### src/rtl/ysyx_040750_ex_mem_buf.sv
// Two-entry EX->MEM skid buffer with registered ready toward the ALU,
// head-entry forwarding export and a saturating back-pressure counter.
module ysyx_040750_ex_mem_buf #(
    parameter int unsigned XLEN  = 64,
    parameter int unsigned CNT_W = 32
) (
    input  logic             I_sys_clk,
    input  logic             I_rst,
    input  logic             I_flush,
    input  logic             I_ex_valid,
    output logic             O_ex_ready,
    input  logic [XLEN-1:0]  I_pc,
    input  logic [XLEN-1:0]  I_result,
    input  logic [XLEN-1:0]  I_csr_data,
    input  logic [XLEN-1:0]  I_rs2_data,
    input  logic [4:0]       I_rd_addr,
    input  logic             I_rd_wen,
    input  logic [11:0]      I_csr_addr,
    input  logic             I_csr_wen,
    input  logic             I_mem_ren,
    input  logic             I_mem_wen,
    input  logic [7:0]       I_mem_mask,
    input  logic             I_load_sext,
    output logic             O_mem_valid,
    input  logic             I_mem_ready,
    output logic [XLEN-1:0]  O_pc,
    output logic [XLEN-1:0]  O_result,
    output logic [XLEN-1:0]  O_csr_data,
    output logic [XLEN-1:0]  O_rs2_data,
    output logic [4:0]       O_rd_addr,
    output logic             O_rd_wen,
    output logic [11:0]      O_csr_addr,
    output logic             O_csr_wen,
    output logic             O_mem_ren,
    output logic             O_mem_wen,
    output logic [7:0]       O_mem_mask,
    output logic             O_load_sext,
    output logic             O_fwd_valid,
    output logic [4:0]       O_fwd_rd_addr,
    output logic [XLEN-1:0]  O_fwd_data,
    output logic [CNT_W-1:0] O_stall_cnt
);

    typedef struct packed {
        logic [XLEN-1:0] pc;
        logic [XLEN-1:0] result;
        logic [XLEN-1:0] csr_data;
        logic [XLEN-1:0] rs2_data;
        logic [4:0]      rd_addr;
        logic            rd_wen;
        logic [11:0]     csr_addr;
        logic            csr_wen;
        logic            mem_ren;
        logic            mem_wen;
        logic [7:0]      mem_mask;
        logic            load_sext;
    } entry_t;

    typedef enum logic [1:0] {
        ST_EMPTY = 2'd0,
        ST_ONE   = 2'd1,
        ST_FULL  = 2'd2
    } state_e;

    state_e             state_q, state_d;
    entry_t             m_q, m_d;
    entry_t             s_q, s_d;
    logic [CNT_W-1:0]   stall_cnt_q, stall_cnt_d;
    entry_t             in_e;
    logic               m_v, s_v, acc, deq;

    always_comb begin
        in_e.pc        = I_pc;
        in_e.result    = I_result;
        in_e.csr_data  = I_csr_data;
        in_e.rs2_data  = I_rs2_data;
        in_e.rd_addr   = I_rd_addr;
        in_e.rd_wen    = I_rd_wen;
        in_e.csr_addr  = I_csr_addr;
        in_e.csr_wen   = I_csr_wen;
        in_e.mem_ren   = I_mem_ren;
        in_e.mem_wen   = I_mem_wen;
        in_e.mem_mask  = I_mem_mask;
        in_e.load_sext = I_load_sext;
    end

    // Ready comes only from registered occupancy, never from I_mem_ready.
    assign m_v        = (state_q != ST_EMPTY);
    assign s_v        = (state_q == ST_FULL);
    assign O_ex_ready = ~I_rst & ~s_v;
    assign acc        = I_ex_valid & O_ex_ready;
    assign deq        = m_v & I_mem_ready;

    always_comb begin
        state_d = state_q;
        m_d     = m_q;
        s_d     = s_q;
        unique case (state_q)
            ST_EMPTY: begin
                if (acc) begin
                    m_d     = in_e;
                    state_d = ST_ONE;
                end
            end
            ST_ONE: begin
                unique case ({acc, deq})
                    2'b11: m_d = in_e;
                    2'b10: begin
                        s_d     = in_e;
                        state_d = ST_FULL;
                    end
                    2'b01: state_d = ST_EMPTY;
                    default: ;
                endcase
            end
            ST_FULL: begin
                if (deq) begin
                    m_d     = s_q;
                    state_d = ST_ONE;
                end
            end
            default: state_d = ST_EMPTY;
        endcase
        // Redirect kills both entries; payload registers keep stale data.
        if (I_flush) begin
            state_d = ST_EMPTY;
            m_d     = m_q;
            s_d     = s_q;
        end
    end

    always_comb begin
        stall_cnt_d = stall_cnt_q;
        if (I_ex_valid && !O_ex_ready && (stall_cnt_q != {CNT_W{1'b1}})) begin
            stall_cnt_d = stall_cnt_q + CNT_W'(1);
        end
    end

    always_ff @(posedge I_sys_clk) begin
        if (I_rst) begin
            state_q     <= ST_EMPTY;
            m_q         <= '0;
            s_q         <= '0;
            stall_cnt_q <= '0;
        end else begin
            state_q     <= state_d;
            m_q         <= m_d;
            s_q         <= s_d;
            stall_cnt_q <= stall_cnt_d;
        end
    end

    assign O_mem_valid   = m_v;
    assign O_pc          = m_q.pc;
    assign O_result      = m_q.result;
    assign O_csr_data    = m_q.csr_data;
    assign O_rs2_data    = m_q.rs2_data;
    assign O_rd_addr     = m_q.rd_addr;
    assign O_rd_wen      = m_q.rd_wen;
    assign O_csr_addr    = m_q.csr_addr;
    assign O_csr_wen     = m_q.csr_wen;
    assign O_mem_ren     = m_q.mem_ren;
    assign O_mem_wen     = m_q.mem_wen;
    assign O_mem_mask    = m_q.mem_mask;
    assign O_load_sext   = m_q.load_sext;
    assign O_fwd_valid   = m_v & m_q.rd_wen & (m_q.rd_addr != 5'd0);
    assign O_fwd_rd_addr = m_q.rd_addr;
    assign O_fwd_data    = m_q.result;
    assign O_stall_cnt   = stall_cnt_q;

endmodule

### config.mk
export PLATFORM = sky130hd
export DESIGN_NAME = ysyx_040750_ex_mem_buf
export DESIGN_NICKNAME = d
export VERILOG_FILES = /design/src/rtl/ysyx_040750_ex_mem_buf.sv
export SDC_FILE = /design/constraint.sdc
export NUM_CORES = 1
export LEC_CHECK = 0
export BUFFER_PORTS_ARGS = -buffer_cell sky130_fd_sc_hd__buf_2
export CORE_AREA = 2 2 268 270
export DETAILED_ROUTE_END_ITERATION = 8
export DIE_AREA = 0 0 270 272
export GPL_ROUTABILITY_DRIVEN = 1
export PLACE_DENSITY = 0.64
export SLEW_MARGIN = 20
export SYNTH_ARGS = -nofsm -noshare
export SYNTH_HDL_FRONTEND = slang
export SYNTH_SLANG_ARGS = --single-unit
### constraint.sdc
create_clock -name I_sys_clk -period 2.2 [get_ports I_sys_clk]
set_input_delay 0.44 -clock I_sys_clk [delete_from_list [all_inputs] [get_ports I_sys_clk]]
set_output_delay 0.44 -clock I_sys_clk [all_outputs]
set_load 0.05 [all_outputs]
==> impl_results.rst, run 1 <==
.. list-table::
   :header-rows: 1

   * - Metric
     - Value
   * - Cell area after synthesis
     - 24490 um2
   * - Startpoint type of the worst setup path
     - flop
   * - Finished Core Util
     - 48.04%
   * - Data required, critical path
     - 2.66 ns
   * - Maximum number of pins on one net before global-route repair
     - 192
   * - Ys async rst share
     - 0%
   * - Maximum clock frequency
     - 442.6 MHz
   * - Peak ir drop on the vdd network
     - 0.5610 mV
   * - Clock tree from TritonCTS
     - yes
   * - Number of I/O pins
     - 681
   * - Buffer and inverter count on the worst path
     - 8
   * - Share of the yosys chip area belonging to registers
     - 49.53%
   * - Normalized max-slew margin
     - 27.75%
   * - Worst-margin pin slew
     - 1.084 ns
   * - Final setup margin
     - -0.05925 ns
   * - Time the final worst path needs with I/O delays and setup
     - 2.259 ns
   * - Initial antenna violation count
     - 17
   * - DRT Pass-1 Iters
     - 7
   * - Hold WS
     - 0.07308 ns
   * - Total number of placement rows
     - 98
   * - WL/cell
     - 17.99 um
   * - Syn Nets
     - 3110
   * - # H-tree levels
     - 3
   * - Summed negative setup slack over all endpoints
     - -2.284 ns
   * - Proportion of netlist area held by the largest area contributor
     - 49.53%
   * - Number of buffers added on ports
     - 680
   * - Leading cell types by total area after synthesis
     - dfxtp_1 50%, mux2i_1 12%, nand2_1 9.0%
   * - Fill cell total of the finished layout
     - 6679
   * - Yosys warning count
     - 0
   * - Cell taking the most area after synthesis
     - dfxtp_1
   * - Leakage power figure
     - 12.94 nW
   * - Gp weighted congestion
     - 0.8266
   * - Via count
     - 22450
   * - Detailed placer's ending HPWL
     - 50.79 mm
   * - Final critical-path share of the clock period
     - 102.7%
   * - Final antenna-violating net count
     - 0
   * - Routed via count divided by cell count
     - 5.008
   * - Setup violations, final
     - 126
   * - Crit path max-delay cell type
     - dfxtp_2
   * - Hold Fails Final Rpt
     - 0
   * - Arrival time at the worst endpoint
     - 2.72 ns
   * - Area of the multi-input gates
     - 11510 um2
   * - CP max stage delay
     - 0.37 ns
   * - Via count of the first global-routing pass
     - 20560
   * - Clk slew on worst S/H paths
     - 0.07 ns
   * - Die Ht
     - 272 um
   * - Total Wirelength
     - 80.64 mm
   * - Maximum clock path buffer count
     - 3
   * - Average size of a mapped cell
     - 8.704 um2
   * - Flip-flop cell with the highest count after synthesis
     - dfxtp_1
   * - Die span in x
     - 270 um
   * - Post-route insts no fill
     - 4483
   * - Fraction of layout instances using a drive strength above 1
     - 33.19%
   * - Violated checks
     - negative setup slack
   * - Commonest cells in the netlist
     - 606 x dfxtp_1, 588 x nand2_1, 312 x a21oi_1
   * - Placed Cells
     - 4278
   * - Mapped Cells
     - 2814
   * - Number of buffers created by CTS
     - 68
   * - Storage cell area
     - 12160 um2
   * - MaxCap Viol Count
     - 0
   * - Final instance area
     - 33990 um2
   * - Post-Place Setup Slack
     - -0.1253 ns
   * - Pins over their slew limit
     - 0
   * - Clock Tree Root
     - clkbuf_16
   * - Clock network latency to the later pin of the worst-skew pair
     - 0.61 ns
   * - Clock skew after layout
     - 0.02453 ns
   * - Wire length of the first global-routing pass
     - 114.7 mm
   * - Overall power after layout
     - 28.29 mW
   * - Kind of capture point of the worst setup path
     - flop
   * - Gr ovfl total
     - 0
   * - Number of nets in the layout
     - 3770
   * - Core region area
     - 70750 um2
   * - Worst-path maximum fanout
     - 7
   * - Result of the run
     - complete, but fails checks
   * - Clock tree sinks
     - 606
   * - DRC violations left
     - 0
   * - Global-route usage over all layers
     - 19.25%
   * - Pwr Density
     - 832.2 nW/um2
   * - Most used standard cell by instance count after synthesis
     - dfxtp_1
   * - Type of the tightest min-delay check
     - input pin to flop
   * - Flop and latch count out of synthesis
     - 606
   * - Cell family contributing the most delay on the critical path
     - buffers and inverters
   * - Distinct cells, synth
     - 42
   * - Area growth syn-to-layout
     - 38.78%
   * - Number of enable-type register cells in the synthesized netlist
     - 0
   * - Area of placed instances
     - 29080 um2
   * - Initial Utilization
     - 34.62%
   * - Area enclosed by the die boundary
     - 73440 um2
   * - Worst setup path category
     - flop to flop
   * - Number of DRC violations after detailed-routing iteration 0
     - 1240
   * - RSZ-0062 raised after global routing
     - yes
   * - Crit path cell chain
     - inv_2, buf_4, ha_1, buf_4, a221oi_4, buf_12, buf_16, buf_16, buf_8, clkbuf_16, a211oi_2
[placed cells by master (no fill, tap or decap), drive strengths merged, types with 2 or more instances in the layout]
| cell type | n |
|---|---|
| inv | 11 |
| diode | 11 |
| xor2 | 2 |
| nor4 | 4 |
| nor2 | 298 |
| mux2i | 288 |
| xnor2 | 2 |
| dfxtp | 606 |
| ha | 5 |
| nor3 | 4 |
| or4 | 13 |
| a211oi | 287 |
| o31ai | 12 |
| or3 | 18 |
| bufbuf | 3 |
| bufinv | 5 |
| and4 | 2 |
| o21ai | 16 |
| o21bai | 2 |
| a21oi | 312 |
| or2 | 2 |
| nand4 | 12 |
| and3 | 2 |
| nand3 | 15 |
| clkinv | 15 |
| clkbuf | 129 |
| nand2 | 588 |
| nor2b | 3 |
| buf | 854 |
[layout make-up]
cell class	count	area share (%)
Antenna cell	11	0.08098
Clock buffer	95	5.842
Clock inverter	23	0.9534
Inverter	9	0.1178
Multi-Input combinational cell	1898	33.87
Sequential cell	606	35.78
Tap cell	950	3.497
Timing Repair Buffer	891	19.86
[power breakdown]
part	leakage [nW]	switching [mW]	total [mW]	internal, mW
Sequential	4.93	0.318	11.8	11.4
Clock	1.14	4.78	11.7	6.94
Combinational	6.86	3.34	4.82	1.47
[flip-flops by register name, indices dropped and copies added (netlist names)]
name           flops
O_csr_data        64
state_q            2
O_mem_wen          1
O_pc              64
O_rs2_data        64
O_stall_cnt       32
s_q              286
O_rd_wen           1
O_csr_wen          1
O_csr_addr        12
O_load_sext        1
O_mem_ren          1
O_mem_mask         8
O_fwd_data        64
O_fwd_rd_addr      5
[repair_timing]
action                     CTS  global route
pin swaps                   53            57
gates resized for setup     77           203
buffers inserted            11            16
gates cloned                11            42
setup endpoints to repair  251           570
hold buffers                 0             0
[tightest hold or removal path, cell delays in order]
cell	delay (ns)
buf_2	0.10
nand2_1	0.05
a21oi_1	0.05
[per-layer routing]
layer  vias to the layer above  global-route usage (%)  part of all wire (%)
met3                       138                   4.858                   6.4
met2                       706                   32.66                    49
met1                     10600                   23.69                    42
met5                         -                       0                  0.11
met4                        14                   6.696                   2.7
li1                      11000                       -                     -
[kinds of logic after synthesis]
group	Yosys count	synth area share, %
muxes	289	11.82
buffers and inverters	310	6.350
AOI/OAI and AO/OA	634	16.15
adders and majority gates	5	0.2554
and+or+nand+nor	966	15.76
DFF	606	49.53
xor gates and xnor gates	4	0.1431
[worst paths after layout]
path / start / endpoint / slack [ns] / cells past startpoint
worst max-delay path: state_q[1] / O_csr_data[17] / -0.06 / 11
worst min-delay path: I_csr_wen / s_q[11] / 0.07 / 3
worst max register to register: state_q[1] / O_csr_data[17] / -0.06 / 11
worst min register to register: s_q[46] / s_q[46] / 0.45 / 2
(Power assumes the default switching activity.)
==> run 2, diff against run 1 <==
RECOVER_POWER = 25   (was default)
TNS_END_PERCENT = 1   (was default)
==> impl_results.rst, run 2 (synthesis results as in run 1) <==
.. list-table::
   :header-rows: 1

   * - Metric
     - Value
   * - Type of the tightest min-delay check
     - input pin to flop
   * - Wire length of the first global-routing pass
     - 111.5 mm
   * - Time the final worst path needs with I/O delays and setup
     - 2.258 ns
   * - MaxCap Viol Count
     - 0
   * - Maximum clock frequency
     - 442.8 MHz
   * - Crit path cell chain
     - inv_4, ha_4, or3b_4, a221oi_4, buf_12, clkbuf_16, buf_16, nor2_1, a211oi_1
   * - Final critical-path share of the clock period
     - 102.7%
   * - Number of I/O pins
     - 681
   * - Area growth syn-to-layout
     - 32.27%
   * - Kind of capture point of the worst setup path
     - flop
   * - Clock network latency to the later pin of the worst-skew pair
     - 0.60 ns
   * - Hold Fails Final Rpt
     - 0
   * - Buffer and inverter count on the worst path
     - 4
   * - Area enclosed by the die boundary
     - 73440 um2
   * - Final antenna-violating net count
     - 0
   * - Total number of placement rows
     - 98
   * - Startpoint type of the worst setup path
     - flop
   * - Clock tree from TritonCTS
     - yes
   * - Core region area
     - 70750 um2
   * - Die Ht
     - 272 um
   * - Leakage power figure
     - 11.68 nW
   * - Placed Cells
     - 4278
   * - Clock Tree Root
     - clkbuf_16
   * - Routed via count divided by cell count
     - 4.951
   * - RSZ-0062 raised after global routing
     - yes
   * - Summed negative setup slack over all endpoints
     - -0.1092 ns
   * - Number of hold buffers added after cts
     - 0
   * - WL/cell
     - 17.31 um
   * - Clk slew on worst S/H paths
     - 0.06 ns
   * - Crit path max-delay cell type
     - or3b_4
   * - Pwr Density
     - 863.5 nW/um2
   * - Normalized max-slew margin
     - 30.37%
   * - Worst setup path category
     - flop to flop
   * - Maximum clock path buffer count
     - 3
   * - Cell family contributing the most delay on the critical path
     - buffers and inverters
   * - Initial Utilization
     - 34.62%
   * - Clock tree sinks
     - 606
   * - Data required, critical path
     - 2.68 ns
   * - Final setup margin
     - -0.05842 ns
   * - Overall power after layout
     - 27.98 mW
   * - Gr ovfl total
     - 0
   * - Pins over their slew limit
     - 0
   * - DRT Pass-1 Iters
     - 5
   * - Global-route usage over all layers
     - 18.69%
   * - Post-route insts no fill
     - 4441
   * - Setup violations, final
     - 8
   * - Number of nets in the layout
     - 3729
   * - Worst-path maximum fanout
     - 12
   * - Clock skew after layout
     - 0.02365 ns
   * - Via count
     - 21990
   * - Initial antenna violation count
     - 17
   * - Hold WS
     - 0.07457 ns
   * - Result of the run
     - complete, but fails checks
   * - Maximum number of pins on one net before global-route repair
     - 192
   * - Violated checks
     - negative setup slack
   * - Worst-margin pin slew
     - 1.044 ns
   * - # H-tree levels
     - 3
   * - Biggest register
     - s_q
   * - Number of buffers created by CTS
     - 68
   * - Gp weighted congestion
     - 0.8266
   * - Detailed placer's ending HPWL
     - 50.79 mm
   * - DRC violations left
     - 0
   * - Max reg flops
     - 286
   * - Number of DRC violations after detailed-routing iteration 0
     - 1363
   * - Arrival time at the worst endpoint
     - 2.74 ns
   * - Number of buffers added on ports
     - 680
   * - Finished Core Util
     - 45.79%
   * - Die span in x
     - 270 um
   * - Final instance area
     - 32400 um2
   * - Total Wirelength
     - 76.88 mm
   * - Area of placed instances
     - 29080 um2
   * - Peak ir drop on the vdd network
     - 0.6323 mV
   * - Fill cell total of the finished layout
     - 6988
   * - Via count of the first global-routing pass
     - 20100
   * - CP max stage delay
     - 0.40 ns
   * - Post-Place Setup Slack
     - -0.1253 ns
   * - Most frequent cells in the layout
     - 588 x dfxtp_1, 588 x nand2_1, 492 x buf_2
   * - Fraction of layout instances using a drive strength above 1
     - 24.48%
==> run 2: repair_timing <==
action,4_1_cts,5_1_grt
gates resized for setup,32,100
pin swaps,3,40
gates cloned,1,24
endpoints found under the setup margin,251,405
buffers inserted,2,8
==> run 2: final cells by class <==
type	count	area, um2	share of cell area [%]
clock inverters	23	324.1	1.000
repair buffers	850	5554	17.14
multi-input cells	1898	11120	34.31
clock buffers	95	1986	6.129
flip-flops and latches	606	12160	37.55
well taps	950	1189	3.669
inverters	9	40.04	0.1236
diodes	10	25.02	0.07724
==> run 2: power breakdown <==
part	internal, mW	switching, mW	total (mW)	leakage, nW
logic	1.27	3.27	4.54	5.60
clock network	6.94	4.75	11.7	1.14
registers	11.4	0.308	11.7	4.93
total	19.6	8.33	28.0	11.7
==> run 2: final timing paths <==
check / from / to / slack, ns / cells after the start
setup reg to reg: state_q[0] / O_csr_data[17] / -0.06 / 9
setup / recovery: state_q[0] / O_csr_data[17] / -0.06 / 9
hold reg to reg: s_q[234] / s_q[234] / 0.45 / 2
hold / removal: I_flush / state_q[0] / 0.07 / 2
==> run 2: per-layer routing <==
| layer | global-route usage (%) | part of all wire (%) | vias up |
|---|---|---|---|
| li1 | - | - | 10900 |
| met1 | 22.99 | 42 | 10320 |
| met2 | 31.74 | 48 | 632 |
| met3 | 4.893 | 6.6 | 120 |
| met4 | 6.170 | 2.5 | 14 |
| met5 | 0 | 0.11 | - |
